$ cat config.mk
export PLATFORM = sky130hd
export DESIGN_NAME = pipe_stall_ctrl
export DESIGN_NICKNAME = d
export VERILOG_FILES = /design/src/rtl/pipe_stall_ctrl.sv
export SDC_FILE = /design/constraint.sdc
export NUM_CORES = 1
export LEC_CHECK = 0
export CAP_MARGIN = 20
export CORE_MARGIN = 1
export CORE_UTILIZATION = 38
export CTS_CLUSTER_SIZE = 10
export DETAILED_ROUTE_END_ITERATION = 10
export PLACE_DENSITY = 0.87
export RECOVER_POWER = 50
export SLEW_MARGIN = 0
export SYNTH_ARGS = -nofsm -noshare
export SYNTH_HDL_FRONTEND = slang
export SYNTH_SLANG_ARGS = --single-unit
$ cat constraint.sdc
create_clock -name clk -period 4 [get_ports clk]
set_input_delay 0.4 -clock clk [delete_from_list [all_inputs] [get_ports clk]]
set_output_delay 0.4 -clock clk [all_outputs]
set_load 0.01 [all_outputs]
$ cat src/rtl/pipe_stall_ctrl.sv
// Purpose : central stall/flush controller for the 5-stage pipeline (IF/ID/EX/MEM/WB).
// Latency : stall/busy/ex_mc_done are combinational; flush/flush_pc are registered (1 cycle after flush_req).
// Backpr. : ID/EX/MEM hold requests are ORed into a per-stage hold vector; a flush overrides every hold.
//
// Ports:
//   clk, rst                  rising-edge clock, synchronous active-high reset
//   id_stall_req              ID operand hazard -> hold PC, IF/ID, ID/EX
//   mem_stall_req             MEM bus wait -> hold PC..MEM/WB; also freezes a multi-cycle op
//   ex_mc_start/ex_mc_cycles  start of an EX multi-cycle op and its length N (0 behaves as 1)
//   flush_req/flush_target    flush request and redirect PC
//   stall[5:0]                hold bits: [0]=PC [1]=IF/ID [2]=ID/EX [3]=EX/MEM [4]=MEM/WB [5]=WB (never set)
//   flush/flush_pc            clear all pipeline registers this cycle, redirect PC
//   ex_mc_done                one-cycle pulse when the multi-cycle result is valid
//   busy                      controller is not in its idle RUN state
// Optional build macro STALL_PERF_CNT_EN adds perf_stall_cycles / perf_flush_count.

module pipe_stall_ctrl #(
   parameter int MC_CNT_W = 6,
   parameter int ADDR_W   = 32
) (
   input  logic                clk,
   input  logic                rst,
   input  logic                id_stall_req,
   input  logic                mem_stall_req,
   input  logic                ex_mc_start,
   input  logic [MC_CNT_W-1:0] ex_mc_cycles,
   input  logic                flush_req,
   input  logic [ADDR_W-1:0]   flush_target,
   output logic [5:0]          stall,
   output logic                flush,
   output logic [ADDR_W-1:0]   flush_pc,
   output logic                ex_mc_done,
   output logic                busy
`ifdef STALL_PERF_CNT_EN
   ,
   output logic [31:0]         perf_stall_cycles,
   output logic [31:0]         perf_flush_count
`endif
);

   typedef enum logic [1:0] {
      S_RUN     = 2'd0,
      S_MC_BUSY = 2'd1,
      S_FLUSH   = 2'd2
   } state_t;

   localparam logic [5:0] HOLD_ID  = 6'b000111;
   localparam logic [5:0] HOLD_EX  = 6'b001111;
   localparam logic [5:0] HOLD_MEM = 6'b011111;

   state_t              state_q, state_d;
   logic [MC_CNT_W-1:0] cnt_q, cnt_d;
   logic                flush_d;
   logic [ADDR_W-1:0]   flush_pc_d;
   logic                ex_hold;
   logic                done;

   always_ff @(posedge clk) begin
      if (rst) begin
         state_q  <= S_RUN;
         cnt_q    <= '0;
         flush    <= 1'b0;
         flush_pc <= '0;
      end else begin
         state_q  <= state_d;
         cnt_q    <= cnt_d;
         flush    <= flush_d;
         flush_pc <= flush_pc_d;
      end
   end

   always_comb begin
      state_d    = state_q;
      cnt_d      = cnt_q;
      flush_d    = 1'b0;
      flush_pc_d = flush_pc;
      ex_hold    = 1'b0;
      done       = 1'b0;

      case (state_q)
         S_RUN: begin
            // EX hold follows the start request even when a flush drops the start.
            ex_hold = ex_mc_start;
            if (flush_req) begin
               state_d    = S_FLUSH;
               flush_d    = 1'b1;
               flush_pc_d = flush_target;
            end else if (ex_mc_start) begin
               state_d = S_MC_BUSY;
               cnt_d   = (ex_mc_cycles == '0) ? MC_CNT_W'(1) : ex_mc_cycles;
            end
         end

         S_MC_BUSY: begin
            ex_hold = 1'b1;
            done    = (cnt_q == MC_CNT_W'(1)) && !mem_stall_req;
            if (flush_req) begin
               // Abort: the op is discarded, so no completion pulse follows.
               state_d    = S_FLUSH;
               cnt_d      = '0;
               flush_d    = 1'b1;
               flush_pc_d = flush_target;
            end else if (!mem_stall_req) begin
               // MEM back-pressure freezes the countdown so the result lines up with MEM.
               cnt_d = cnt_q - MC_CNT_W'(1);
               if (done) begin
                  state_d = S_RUN;
               end
            end
         end

         S_FLUSH: begin
            state_d = S_RUN;
         end

         default: begin
            state_d = S_RUN;
            cnt_d   = '0;
         end
      endcase
   end

   // Reset and flush both force the pipeline to free-run so the clear propagates.
   always_comb begin
      stall = 6'b000000;
      if (!rst && state_q != S_FLUSH) begin
         if (id_stall_req)  stall = stall | HOLD_ID;
         if (ex_hold)       stall = stall | HOLD_EX;
         if (mem_stall_req) stall = stall | HOLD_MEM;
      end
   end

   assign ex_mc_done = done && !rst;
   assign busy       = (state_q != S_RUN);

`ifdef STALL_PERF_CNT_EN
   always_ff @(posedge clk) begin
      if (rst) begin
         perf_stall_cycles <= '0;
         perf_flush_count  <= '0;
      end else begin
         if (stall[0]) perf_stall_cycles <= perf_stall_cycles + 32'd1;
         if (flush)    perf_flush_count  <= perf_flush_count + 32'd1;
      end
   end
`endif

endmodule
==> metrics.yaml <==
yosysTopAreaCell: "dfxtp_1"
finClkSkew_ns: 0.00438
yosys.area.top_type_share_pct: 48.3
fp.dieW_um: 68.8
synth-edff-count: 0
die_h_um: 68.8
clk_path_buf_depth: 2
drt_iter0_markers: 74
syn-cell-area_um2: 1700
hold_path_class: "reg2reg"
cts_num_sinks: 41
syn_inst: 216
post-route-drc-count: 0
grt_overflow_total: 0
slew_viol_final: 0
wire_per_inst_um: 12.6
core_um2: 4140
drt-pass1-iter-count: 4
worst_pin_slew_ns: 1.35
clock_latency_ns: 0.29
cts_resized: 0
seq_area_um2: 821
cts_tree: "built"
status: "complete, no violations"
peakVddDrop_uv: 232
vias: 1723
synthArstFlopShare_pct: 0
gp_congestion: 0.895
cts_max_level: 2
netlist_top_cells_area: "dfxtp_1 48%, nand2_1 15%, a21oi_1 11%, nor2_1 2.2%, buf_2 2.1%"
setup_tns_ns: 0
hold_buffers: 0
multiInputGateArea_um2: 773
synthFlopType: "dfxtp_1"
synth_cell_types: 33
postCtsSetupBuffers: 0
leakage_nw: 1.07
grt_pass1_wl_mm: 6.61
initial_core_util_pct: 41.0
rsz0062_at_grt: "false"
ys_ff_latch: 41
route.antenna.remaining_nets: 0
root_buffer: "clkbuf_8"
grt_pass1_vias: 1534
yosysMostFrequentCell: "nand2_1"
relSlewSlack_pct: 10.2
viasPerCell: 5.02
antenna_found_initial: 0
grt_max_degree: 45
core.rowCount: 23
finalCriticalPeriod_ns: 2.54
setup_viol: 0
port_buffers: 83
fin_util_pct: 63.7
numCtsBuffers: 5
io_pins: 85
clk_pin_slew_ns: 0.07
fin_nets: 338
grt_usage_pct: 18.8
cp_max_fo: 44
hold_viol: 0
seq_area_frac_synth_pct: 48.3
diodes: 0
hpwl_mm: 3.06
critical_path_class: "in2out"
dieArea_um2: 4740
synth_fp_nets: 262
startpoint_type: "input port"
crit_path_end_kind: "output port"
areaGrowthSynthToFinish_pct: 55.6
fmax_ghz: 0.394
drive_gt1_share_pct: 4.44
required_ns: 3.60
cap_violations: 0
synthTopCellsByCount: "68 x nand2_1, 41 x dfxtp_1, 38 x a21oi_1"
nFillCells: 391
cellPowerDensity_nw_per_um2: 370
post-route-period-util_pct: 63.5
ys_warn_count: 0
syn_avg_cell_area_um2: 7.86
wl_mm: 4.32
worstPathArrival_ns: 2.14
## metrics by stage
step           instances  worst slack [ns]  hold slack [ns]  cell area (um2)  power [W]
2_1_floorplan        216              2.21            0.453             1700   0.000548
3_3_place_gp         335              1.53            0.442             2530   0.000648
3_5_place_dp         335              1.44            0.446             2530   0.000653
4_1_cts              343              1.44            0.456             2650   0.000995
5_1_grt              343              1.38            0.470             2640    0.00103
6_report             343              1.46            0.450             2640   0.000977
## final cells by class
cell class | instances | area share [%]
Tap cell | 50 | 2.37
Clock inverter | 1 | 1.14
Clock buffer | 7 | 3.27
Inverter | 6 | 0.853
Multi-Input combinational cell | 152 | 29.3
Sequential cell | 41 | 31.1
Timing Repair Buffer | 86 | 32.0
## power by group
group	total, W	switching (W)	internal (W)
logic	0.000188	0.0000851	0.000103
clock network	0.000341	0.000137	0.000203
registers	0.000449	0.0000158	0.000433
total	0.000977	0.000238	0.000739
## state kept, by name (all words and copies together), names as in the netlist
name and flops:
state_q 2, flush 1, flush_pc 32, cnt_q 6
## worst paths after layout
| path | start | to | slack [ns] | cells past startpoint |
|---|---|---|---|---|
| setup / recovery | rst | stall[2] | 1.46 | 5 |
| hold / removal | flush_pc[5] | flush_pc[5] | 0.45 | 2 |
| hold reg to reg | flush_pc[5] | flush_pc[5] | 0.45 | 2 |
| setup reg to reg | state_q[1] | flush_pc[28] | 1.81 | 4 |
## placed cells by master, fill, tap and decap left out, types with 2 or more instances in the layout
| master | count |
|---|---|
| a211oi_1 | 2 |
| a21oi_1 | 38 |
| a221oi_1 | 2 |
| a32o_1 | 2 |
| clkbuf_1 | 3 |
| clkbuf_8 | 6 |
| clkdlybuf4s50_1 | 53 |
| dfxtp_1 | 41 |
| dlygate4sd3_1 | 30 |
| ha_1 | 2 |
| inv_1 | 6 |
| nand2_1 | 68 |
| nor2_1 | 10 |
| nor3b_1 | 2 |
| nor4_1 | 3 |
| o21ai_0 | 4 |
| or4_1 | 2 |
## kinds of logic after synthesis
group / synth area share, %
AO/OA/AOI/OAI: 19.7
XOR/XNOR: 0.516
adder cells (fa/ha/maj): 1.47
buffers and inverters: 6.26
flip-flops: 48.3
other: 0.221
AND/OR/NAND/NOR: 23.5
## worst max-delay path, stage by stage
cell and delay, ns:
clkdlybuf4s50_1 0.40, buf_4 0.27, a221oi_1 0.34, a21o_1 0.17
clkdlybuf4s50_1 0.56
## routing by layer
metal / part of all wire, % / wire length [um] / global-route usage, %
met3: 7.1 / 306 / 5.76
met2: 48 / 2090 / 33.4
met1: 43 / 1870 / 20.8
met5: 0 / 0 / 0
met4: 1.1 / 46 / 7.14
Power figures use the tool's default switching activity.
